$ cat src/rtl/rv_param_register_file.sv
// rv_param_register_file: parameterised RISC-V integer register file with
// combinational reads, optional write bypass and an FSM-driven scrub.
module rv_param_register_file #(
    parameter int XLEN           = 32,
    parameter int NREGS          = 32,
    parameter int NREAD          = 2,
    parameter int BYPASS         = 1,
    parameter int CLEAR_ON_RESET = 1
) (
    input  logic                    sys_clk,
    input  logic                    sys_reset,
    input  logic                    we,
    input  logic [4:0]              rd,
    input  logic [XLEN-1:0]         indata,
    input  logic [5*NREAD-1:0]      rs,
    output logic [XLEN*NREAD-1:0]   outdata,
    input  logic                    clr_start,
    output logic                    busy,
    output logic                    wr_err
);
    localparam int AW = $clog2(NREGS);

    typedef enum logic {IDLE, CLEAR} state_t;

    state_t          state, state_nx;
    logic [4:0]      ptr, ptr_nx;
    logic [XLEN-1:0] x [NREGS];
    logic            rd_in_range, wr_ok;

    assign busy        = state == CLEAR;
    assign rd_in_range = {1'b0, rd} < 6'(NREGS);
    assign wr_ok       = we && !busy && rd != 5'd0 && rd_in_range;

    always_comb begin
        state_nx = state;
        ptr_nx   = ptr;
        if (state == IDLE) begin
            state_nx = clr_start ? CLEAR : IDLE;
            ptr_nx   = clr_start ? 5'd1 : ptr;
        end else begin
            ptr_nx   = ptr + 5'd1;
            state_nx = (ptr == 5'(NREGS - 1)) ? IDLE : CLEAR;
        end
    end

    always_ff @(posedge sys_clk or negedge sys_reset) begin
        if (!sys_reset) begin
            state  <= (CLEAR_ON_RESET != 0) ? CLEAR : IDLE;
            ptr    <= 5'd1;
            wr_err <= 1'b0;
        end else begin
            state  <= state_nx;
            ptr    <= ptr_nx;
            wr_err <= we && (busy || !rd_in_range);
        end
    end

    // No reset on the array: zeroing happens only through the scrub walk.
    always_ff @(posedge sys_clk) begin
        if (busy)
            x[ptr[AW-1:0]] <= '0;
        else if (wr_ok)
            x[rd[AW-1:0]] <= indata;
    end

    for (genvar i = 0; i < NREAD; i++) begin : g_rd
        logic [4:0] a;
        assign a = rs[5*i +: 5];
        assign outdata[XLEN*i +: XLEN] =
            (busy || a == 5'd0 || {1'b0, a} >= 6'(NREGS)) ? '0 :
            (BYPASS != 0 && wr_ok && rd == a)             ? indata :
                                                            x[a[AW-1:0]];
    end
endmodule

$ cat config.mk
export PLATFORM = sky130hd
export DESIGN_NAME = rv_param_register_file
export DESIGN_NICKNAME = d
export VERILOG_FILES = /design/src/rtl/rv_param_register_file.sv
export SDC_FILE = /design/constraint.sdc
export NUM_CORES = 1
export LEC_CHECK = 0
export CELL_PAD_IN_SITES_DETAIL_PLACEMENT = 1
export CELL_PAD_IN_SITES_GLOBAL_PLACEMENT = 1
export CORE_MARGIN = 1.5
export CORE_UTILIZATION = 45
export CTS_CLUSTER_SIZE = 30
export DETAILED_ROUTE_END_ITERATION = 8
export GPL_ROUTABILITY_DRIVEN = 0
export PLACE_DENSITY = 0.76
export REMOVE_ABC_BUFFERS = 1
export SYNTH_ARGS = -nofsm -noshare
export SYNTH_HDL_FRONTEND = slang
export SYNTH_SLANG_ARGS = --single-unit
$ cat constraint.sdc
create_clock -name sys_clk -period 5.4 [get_ports sys_clk]
set_clock_uncertainty 0.15 [all_clocks]
set_input_delay 0.81 -clock sys_clk [delete_from_list [all_inputs] [get_ports sys_clk]]
set_output_delay 0.81 -clock sys_clk [all_outputs]
set_load 0.1 [all_outputs]
==> metrics.cfg <==
[cts]
tritoncts.num_buffers = 107
h_tree_lvl_count = 3
tritoncts = yes
clk_latency_ns = 0.67
maximum_buffer_depth_of_the_clock_tree = 3
post_cts.repair.setup_buffers = 0
cts-resized-gates = 0
hold_buf_count_cts = 0
cts-root-buf = clkbuf_16
path_clk_slew_ns = 0.06
clock_sink_count = 1031

[final_layout]
final_common_cell = edfxtp_1
synthToLayoutAreaGrowth_pct = 16.0
nFillCells = 9623
layout-drive-gt1-share_pct = 27.8
final_net_count = 2855
fin_cells = 4290
diodes = 0
final_cell_mix = edfxtp_1, mux4_2, mux2i_1, buf_4, clkbuf_16

[global_route]
grt_util_all_layers_pct = 28.6
busiest_layer = met2
grt_antenna_before_repair = 1
grt_use_met2_pct = 46.4
grt-ovfl-total = 0
grt_first_pass_wirelength_um = 229000
grt_max_degree = 71
first_global_vias = 32175
met1_usage_pct = 38.7
grt_use_met3_pct = 4.77

[drt]
vias = 30235
route.detailed.drc = 0
initial_drc_count = 3902
detail-route-antenna-nets = 0
post_drt_via_cell_ratio = 7.05
route.final.wire_length_um = 158000
firstDrtPassIters = 6
detail_route.wl_per_cell_um = 36.9

[place]
placement.io_buffers = 116
hpwl_um = 97800
placed_cells_incl_taps = 4096

[worst_setup_path]
worst-setup-path-type = in -> out
cp_data_required_time_ns = 4.44
startpoint_type = primary input
cp.arrival_ns = 3.74
critPathCaptureType = output pin
crit_path_max_fanout = 16
number_of_cells_on_the_worst_reg_to_reg_path = 7

[logic_synthesis]
synth_area_um2 = 48500
netlist-cell-type-count = 50
synth-seq-area-share_pct = 63.8
synthesis.instances = 2667
ys_async_sr_fraction_pct = 0.679
netlist_top_cells_area = edfxtp_1, mux4_2, mux2i_1
dominantRegCellSynth = edfxtp_1
yosys_register_bits = 1031
synth_largest_type_area_fraction_pct = 63.4
synth-edff-count = 1024
syn_area_per_cell_um2 = 18.2
synth_area_leader_cell = edfxtp_1
ys_warn_count = 0

[sta]
final_period_minus_worst_setup_slack_ns = 4.70
setup_viol_count_final = 0
setup_repair_after_global_routing_missed_its_margin = no
report.final.hold_viol_count = 0
worst_slew_pin_slew_ns = 1.13
fin_tns_setup_ns = 0
achievable_clock_frequency_mhz = 213
slew_violations = 0
share_of_the_cycle_needed_by_the_critical_path_after_routing_pct = 87.1
max_slew_margin_pct = 24.5

[min_path]
holdCritPathClass = in -> async

[die]
fp.dieW_um = 331
core_region_area_um2 = 107000
floorplan.die_area_um2 = 110000
height_of_the_die_um = 331
ios = 117
initial_utilization_pct = 45.4
fp-row-count = 120

[outcome]
status = complete, no violations

[pwr]
power.leakage_nw = 18.6
total_power_after_layout_mw = 22.4
power.density_nw_per_um2 = 398
peakVddDrop_v = 0.000303

[flow_run]
cap_viol_max_count = 0

==> metrics by stage <==
stage	util [%]	setup slack, ns	hold slack [ns]	cell area [um^2]
6_report	52.6	0.697	0.246	56300
5_1_grt	52.6	0.593	0.237	56300
4_1_cts	52.6	0.715	0.213	56300
3_5_place_dp	49.4	0.519	0.474	52800
3_3_place_gp	49.4	0.674	0.442	52800
2_1_floorplan	-	-1.28	0.364	47500
==> Yosys cell counts (3+ instances only) <==
| cell | count |
|---|---|
| edfxtp_1 | 1024 |
| mux4_2 | 385 |
| mux2i_1 | 287 |
| clkbuf_1 | 120 |
| a22oi_1 | 100 |
| a211oi_1 | 96 |
| buf_2 | 90 |
| a21oi_1 | 67 |
| a221oi_1 | 64 |
| nand2_1 | 48 |
| nor2b_1 | 39 |
| and2_1 | 35 |
| o21bai_1 | 33 |
| o22ai_1 | 33 |
| a211o_1 | 32 |
| a22o_1 | 32 |
| nor2_1 | 31 |
| o221ai_1 | 31 |
| o21ai_1 | 30 |
| buf_4 | 11 |
| nor3_1 | 10 |
| xnor2_1 | 9 |
| buf_1 | 8 |
| dfrtp_1 | 5 |
| nand3_1 | 5 |
| o21ai_0 | 5 |
| and3_1 | 3 |
| nand2b_1 | 3 |
| xor2_1 | 3 |
==> layer usage <==
layer  up-vias  wire length, um  part of all wire [%]
met5         -               19                 0.012
met4         2             6790                   4.3
met3       412            13900                   8.8
met2      1888            77300                    49
met1     16185            60200                    38
li1      11748                -                     -
==> power by group <==
group          internal [mW]  switching, mW  total, mW
sequential              9.98          0.503       10.5
clock                   4.34           3.18       7.52
combinational           1.52           2.88       4.40
==> worst paths after layout <==
path	slack, ns	start	end
max	0.70	rd[4]	outdata[58]
min	0.25	sys_reset	ptr[4]
max reg2reg	1.66	busy	x[6][13]
min reg2reg	0.48	ptr[0]	ptr[0]
max in group asynchronous	4.56	sys_reset	busy
min in group sys_clk	0.48	ptr[0]	ptr[0]
==> final cells by class <==
type,count,area [um^2],share of cell area (%)
Clock buffer,126,2750,4.89
Timing Repair Buffer,255,3190,5.68
Clock inverter,68,739,1.31
Sequential cell,1031,30900,55.0
Inverter,2,7.51,0.0133
Multi-Input combinational cell,1405,16900,30.0
Tap cell,1403,1760,3.12
==> state kept, by name (all words and copies together) (netlist names) <==
| signal | count |
|---|---|
| x | 1024 |
| busy | 1 |
| wr_err | 1 |
| ptr | 5 |
==> critical path, cell delays in order <==
cell and delay [ns]:
clkdlybuf4s50_1 0.72, xnor2_1 0.19, nand3_1 0.25, o311ai_4 0.66
buf_4 0.44, a21oi_1 0.10, a211o_1 0.33, buf_12 0.18
==> logic make-up (layout without fill, tap and decap cells) <==
kind of cell / after synthesis / in the layout / synth area share [%]
DFF: 1031 / 1031 / 63.8
muxes: 673 / 673 / 23.8
AOI/OAI and AO/OA: 535 / 535 / 8.11
buffers and inverters: 231 / 451 / 2.10
and+or+nand+nor: 183 / 183 / 1.93
xor gates and xnor gates: 12 / 12 / 0.217
adders and majority gates: 2 / 2 / 0.0516
Power figures use the tool's default switching activity.
==> RTL edit 1 (config.mk and constraints unchanged) <==
Put a register stage on the output `outdata`, cleared by the reset. The value now appears one clock later. The other outputs are not delayed to match.
--- a/src/rtl/rv_param_register_file.sv
+++ b/src/rtl/rv_param_register_file.sv
@@ -21,6 +21,8 @@
     localparam int AW = $clog2(NREGS);
 
     typedef enum logic {IDLE, CLEAR} state_t;
+
+    logic [XLEN*NREAD-1:0] outdata_d;
 
     state_t          state, state_nx;
     logic [4:0]      ptr, ptr_nx;
@@ -66,10 +68,18 @@
     for (genvar i = 0; i < NREAD; i++) begin : g_rd
         logic [4:0] a;
         assign a = rs[5*i +: 5];
-        assign outdata[XLEN*i +: XLEN] =
+        assign outdata_d[XLEN*i +: XLEN] =
             (busy || a == 5'd0 || {1'b0, a} >= 6'(NREGS)) ? '0 :
             (BYPASS != 0 && wr_ok && rd == a)             ? indata :
                                                             x[a[AW-1:0]];
     end
+    always_ff @(posedge sys_clk or negedge sys_reset) begin
+        if (!sys_reset) begin
+            outdata <= '0;
+        end else begin
+            outdata <= outdata_d;
+        end
+    end
+
 endmodule
 
Behaviour: no difference found for any inputs over 4 cycles, from zero or initial values and one cycle with sys_reset low; that may be too few to reach the edited logic, so the function may still have changed.
==> RTL edit 1 against the original RTL <==
- routed wire length rose by 3.5%
- final area increased by 2.2%
- register-to-register slack lost 0.16 ns
- sequential cell count up 64
- count of clock-buffer cells in the layout up 14
- setup slack improved by 0.60 ns
- core utilization fell by 0.60 points
- area after synthesis is 3.3% higher
- worst hold slack lost 0.23 ns
- total power rose by 3.8%
- critical path type is now input port to flop
- highest routed layer unchanged
==> RTL edit 1: results (changes against the original RTL) <==
.. list-table::
   :header-rows: 1

   * - Metric
     - Value
   * - Register-to-register setup slack
     - 1.50 ns (was 1.66 ns)
   * - Multiplexer share of the synthesized area
     - 23.1% (was 23.8%)
   * - Iteration-0 DRC count of the detailed router
     - 4555 (was 3902)
   * - Vias
     - 31000 (was 30200)
   * - XOR/XNOR Fraction of Synth Area
     - 0.210% (was 0.217%)
   * - Post-DR vias/cell
     - 6.97 (was 7.05)
   * - Maximum number of pins on one net before global-route repair
     - 84 (was 71)
   * - Distinct cells, synth
     - 52 (was 50)
   * - Max-slew headroom at the worst pin
     - 24.5% (about the same)
   * - Cell type of the slowest stage on the worst timing path
     - nor2b_1 (was clkdlybuf4s50_1)
   * - Global-route wire length before repair
     - 236000 µm (was 229000 µm)
   * - HPWL Detailed
     - 98200 µm (was 97800 µm)
   * - Commonest cells in the synthesized netlist
     - edfxtp_1 (1024), mux4_2 (385), mux2i_1 (287), clkbuf_1 (127), a22oi_1 (100) (was edfxtp_1 (1024), mux4_2 (385), mux2i_1 (287), clkbuf_1 (120), a22oi_1 (100))
   * - Adder-cell share of the synthesized area
     - 0.0499% (was 0.0516%)
   * - Maximum fanout count along the critical path
     - 22 (was 16)
   * - Arrival time worst endpoint
     - 4.32 ns (was 3.74 ns)
   * - Clock network latency to the later pin of the worst-skew pair
     - 0.71 ns (was 0.67 ns)
   * - Total clock buffers created by CTS
     - 112 (was 107)
   * - Cells taking the most area after synthesis
     - edfxtp_1 (61%), mux4_2 (17%), mux2i_1 (5.7%) (was edfxtp_1 (63%), mux4_2 (18%), mux2i_1 (5.9%))
   * - Largest voltage drop on the vdd net
     - 0.000277 V (was 0.000303 V)
   * - GRT Resource Usage Total
     - 29.1% (was 28.6%)
   * - Compound-gate portion of the synthesized area
     - 7.85% (was 8.11%)
   * - Initial antenna violation count
     - 10 (was 1)
   * - Avg Inst Size Synth
     - 18.4 µm² (was 18.2 µm²)
   * - Outcome
     - finished, final reports clean (unchanged)
   * - # placed instances
     - 4237 (was 4096)
   * - Wire per inst
     - 36.9 µm (about the same)
   * - Ys async rst share
     - 6.48% (was 0.679%)
   * - Fraction of layout cells with a size suffix above 1
     - 24.8% (was 27.8%)
   * - Detailed-routing wirelength on met1
     - 63100 µm (was 60200 µm)
   * - Number of fillers in the final layout
     - 9974 (was 9623)
   * - Total placed instance area
     - 53800 µm² (was 52800 µm²)
## RTL edit 1: cell count changes in the layout (fill, tap and decap cells not counted), moves of 2 or more
cell | unedited run | this run
dfrtp_1 | 5 | 69
buf_12 | 91 | 28
clkdlybuf4s50_1 | 44 | 107
clkinv_2 | 22 | 14
buf_4 | 115 | 107
clkinv_1 | 21 | 25
clkbuf_1 | 19 | 24
clkbuf_16 | 107 | 116
inv_6 | 0 | 2
## RTL edit 1: worst max-delay path, delay by kind of cell
| kind | cells | cell delay, ns |
|---|---|---|
| simple gates | 3 | 1.65 |
| buf+inv | 2 | 0.83 |
| compound gates | 2 | 0.96 |
## RTL edit 1: logic make-up after synthesis
family / after synthesis
AND/OR/NAND/NOR: 183
AO/OA/AOI/OAI: 535
adder cells (fa/ha/maj): 2
buffers and inverters: 231
flip-flops: 1095
XOR/XNOR: 12
multiplexers: 673
## RTL edit 1: worst paths after layout
check                               start                     to  cells past startpoint
max                                    we     x[20][3]$_DFFE_PP_                      7
min                             sys_reset  outdata[29]$_DFF_PN0_                      1
max reg2reg                busy$_DFF_PN1_     x[20][3]$_DFFE_PP_                      6
min reg2reg                busy$_DFF_PN1_         busy$_DFF_PN1_                      2
max in group asynchronous       sys_reset   outdata[4]$_DFF_PN0_                      2
min in group sys_clk       busy$_DFF_PN1_         busy$_DFF_PN1_                      2
## RTL edit 1: layer usage
| layer | global-route usage [%] | vias to the layer above |
|---|---|---|
| met1 | 40.2 | 16500 |
| met2 | 45.7 | 2124 |
| met3 | 5.97 | 389 |
| met5 | 0 | - |
| li1 | - | 11900 |
| met4 | 10.8 | 4 |
## RTL edit 1: final cells by class
class                   instances  area, µm²  share of cell area, %
diodes                          1       2.50                0.00435
inverters                       2       7.51                 0.0131
clock buffers                 140       2990                   5.21
flip-flops and latches       1095      32500                   56.6
clock inverters                63        699                   1.22
well taps                    1488       1860                   3.24
multi-input cells            1405      16900                   29.4
repair buffers                247       2500                   4.35
## RTL edit 1: per-stage QoR
step                      setup slack [ns]  power [mW]  utilization, %  hold slack, ns
after floorplan                      0.468        13.3               -           0.364
after global placement               0.954        15.1            48.7           0.454
after detailed placement             0.706        15.4            48.7           0.472
after CTS                             1.43        23.3            52.0          0.0147
after global routing                  1.31        23.8            52.0          0.0485
final                                 1.30        23.3            52.0          0.0163
## RTL edit 1: power by group
group	internal (mW)	total, mW	switching, mW	leakage, nW
clock network	4.62	7.94	3.32	1.79
logic	1.42	4.27	2.85	7.08
registers	10.5	11.0	0.529	10.3
total	16.6	23.3	6.70	19.2
==> RTL edit 2 (config.mk and constraints unchanged) <==
Made on the original files. `NREAD`: 2 -> 1.
--- a/src/rtl/rv_param_register_file.sv
+++ b/src/rtl/rv_param_register_file.sv
@@ -3,7 +3,7 @@
 module rv_param_register_file #(
     parameter int XLEN           = 32,
     parameter int NREGS          = 32,
-    parameter int NREAD          = 2,
+    parameter int NREAD          = 1,
     parameter int BYPASS         = 1,
     parameter int CLEAR_ON_RESET = 1
 ) (
Ports: changed (resized outdata and rs); port bits go from 117 to 80. The function was not compared with the original's and may differ.
==> RTL edit 2 against the original RTL <==
- total power is 9.3% lower
- setup slack got worse by 0.19 ns
- highest routed layer is now met4
- routed wire length shrank 35%
- fmax down 3.8%
- final area down 16%
- area after synthesis shrank 16%
- global-route usage is 5.6 points lower
- sequential cell count did not move
- first-iteration DRC count shrank 53%
- sequential share of layout area rose by 11 points
==> RTL edit 2: results (changes against the original RTL) <==
.. list-table::
   :header-rows: 1

   * - Metric
     - Value
   * - HPWL Detailed
     - 57800 µm (was 97800 µm)
   * - Number of I/O port buffers
     - 79 (was 116)
   * - Fraction of layout cells with a size suffix above 1
     - 25.4% (was 27.8%)
   * - Internal Power
     - 15.0 mW (was 15.8 mW)
   * - Largest voltage drop on the vdd net
     - 0.000310 V (was 0.000303 V)
   * - Routed wire length on met3
     - 5520 µm (was 13900 µm)
   * - Outcome
     - finished, final reports clean (unchanged)
   * - Clock network latency to the later pin of the worst-skew pair
     - 0.67 ns (about the same)
   * - Worst hold slack after final layout
     - 0.274 ns (was 0.246 ns)
   * - Iteration-0 DRC count of the detailed router
     - 1815 (was 3902)
   * - Depth of the worst register-to-register path
     - 6 (was 7)
   * - Vias
     - 20600 (was 30200)
   * - Total length of routed met2 wires
     - 53700 µm (was 77300 µm)
   * - Initial antenna violation count
     - 0 (was 1)
   * - Avg Inst Size Synth
     - 20.7 µm² (was 18.2 µm²)
   * - Endpoint of the worst-slack reg-to-reg timing path
     - x[0][17]$_DFFE_PP_ (was x[6][13]$_DFFE_PP_)
   * - Multiplexer share of the synthesized area
     - 15.5% (was 23.8%)
   * - Static Leakage
     - 15.3 nW (was 18.6 nW)
   * - Number of nets in the layout
     - 2155 (was 2855)
   * - Maximum fanout count along the critical path
     - 24 (was 16)
   * - Register-to-register setup slack
     - 1.35 ns (was 1.66 ns)
   * - Adder-cell share of the synthesized area
     - 0.0616% (was 0.0516%)
   * - Worst slack at placement
     - 0.470 ns (was 0.519 ns)
   * - Global-route wire length before repair
     - 152000 µm (was 229000 µm)
   * - Endpoint of the most critical setup path
     - outdata[7] (was outdata[58])
   * - Total clock buffers created by CTS
     - 105 (was 107)
   * - XOR/XNOR Fraction of Synth Area
     - 0.151% (was 0.217%)
   * - Cells taking the most area after synthesis
     - edfxtp_1 (76%), mux4_2 (11%), mux2i_1 (4.0%) (was edfxtp_1 (63%), mux4_2 (18%), mux2i_1 (5.9%))
   * - Maximum number of pins on one net before global-route repair
     - 58 (was 71)
   * - Top layer used by detailed routing
     - met4 (was met5)
   * - Number of global-route vias before repair
     - 22300 (was 32200)
   * - Commonest cells in the synthesized netlist
     - edfxtp_1 (1024), mux4_2 (192), mux2i_1 (161), nand2_1 (80), a221oi_1 (64) (was edfxtp_1 (1024), mux4_2 (385), mux2i_1 (287), clkbuf_1 (120), a22oi_1 (100))
   * - Wire per inst
     - 30.8 µm (was 36.9 µm)
   * - # placed instances
     - 3165 (was 4096)
   * - Detailed-routing wirelength on met1
     - 41600 µm (was 60200 µm)
[RTL edit 2: cell count changes after synthesis, sizes merged, moves of 34 or more]
cell / unedited run / this run
clkbuf: 120 / 50
a21oi: 67 / 3
mux4: 385 / 192
mux2i: 287 / 161
a211oi: 96 / 1
buf: 109 / 64
a22oi: 100 / 37
nor2b: 39 / 5
[RTL edit 2: power by group through the flow]
stage	registers, mW	clock network [mW]	logic [mW]
2_1_floorplan	10.3	0	1.53
3_3_place_gp	10.3	0	2.81
3_5_place_dp	10.4	0	2.94
4_1_cts	10.3	7.23	2.97
5_1_grt	10.3	7.48	3.09
6_report	10.3	7.13	2.94
[RTL edit 2: final cells by class]
cell class / count / area (µm²)
fillers: 7801 / 41800
flip-flops and latches: 1031 / 30900
multi-input cells: 813 / 9450
clock buffers: 130 / 2740
repair buffers: 154 / 1870
well taps: 1165 / 1460
clock inverters: 65 / 621
inverters: 2 / 10.0
[RTL edit 2: stage by stage]
stage          utilization (%)  area (µm²)
2_1_floorplan                -       40100
3_3_place_gp              49.2       43700
3_5_place_dp              49.2       43700
4_1_cts                   52.9       47100
5_1_grt                   52.9       47100
6_report                  52.9       47100
[RTL edit 2: worst max-delay path, stage by stage]
cell	delay, ns
clkdlybuf4s50_1	0.57
or4_4	0.59
o21ai_2	0.20
nor3_1	0.08
or4_2	0.62
buf_4	0.29
buf_4	0.29
o211ai_2	0.25
buf_12	0.21
[RTL edit 2: per-layer routing]
metal	up-vias	global-route usage, %
met4	0	6.66
met3	167	3.68
met1	11200	30.2
li1	8494	-
met2	715	39.9
met5	-	0
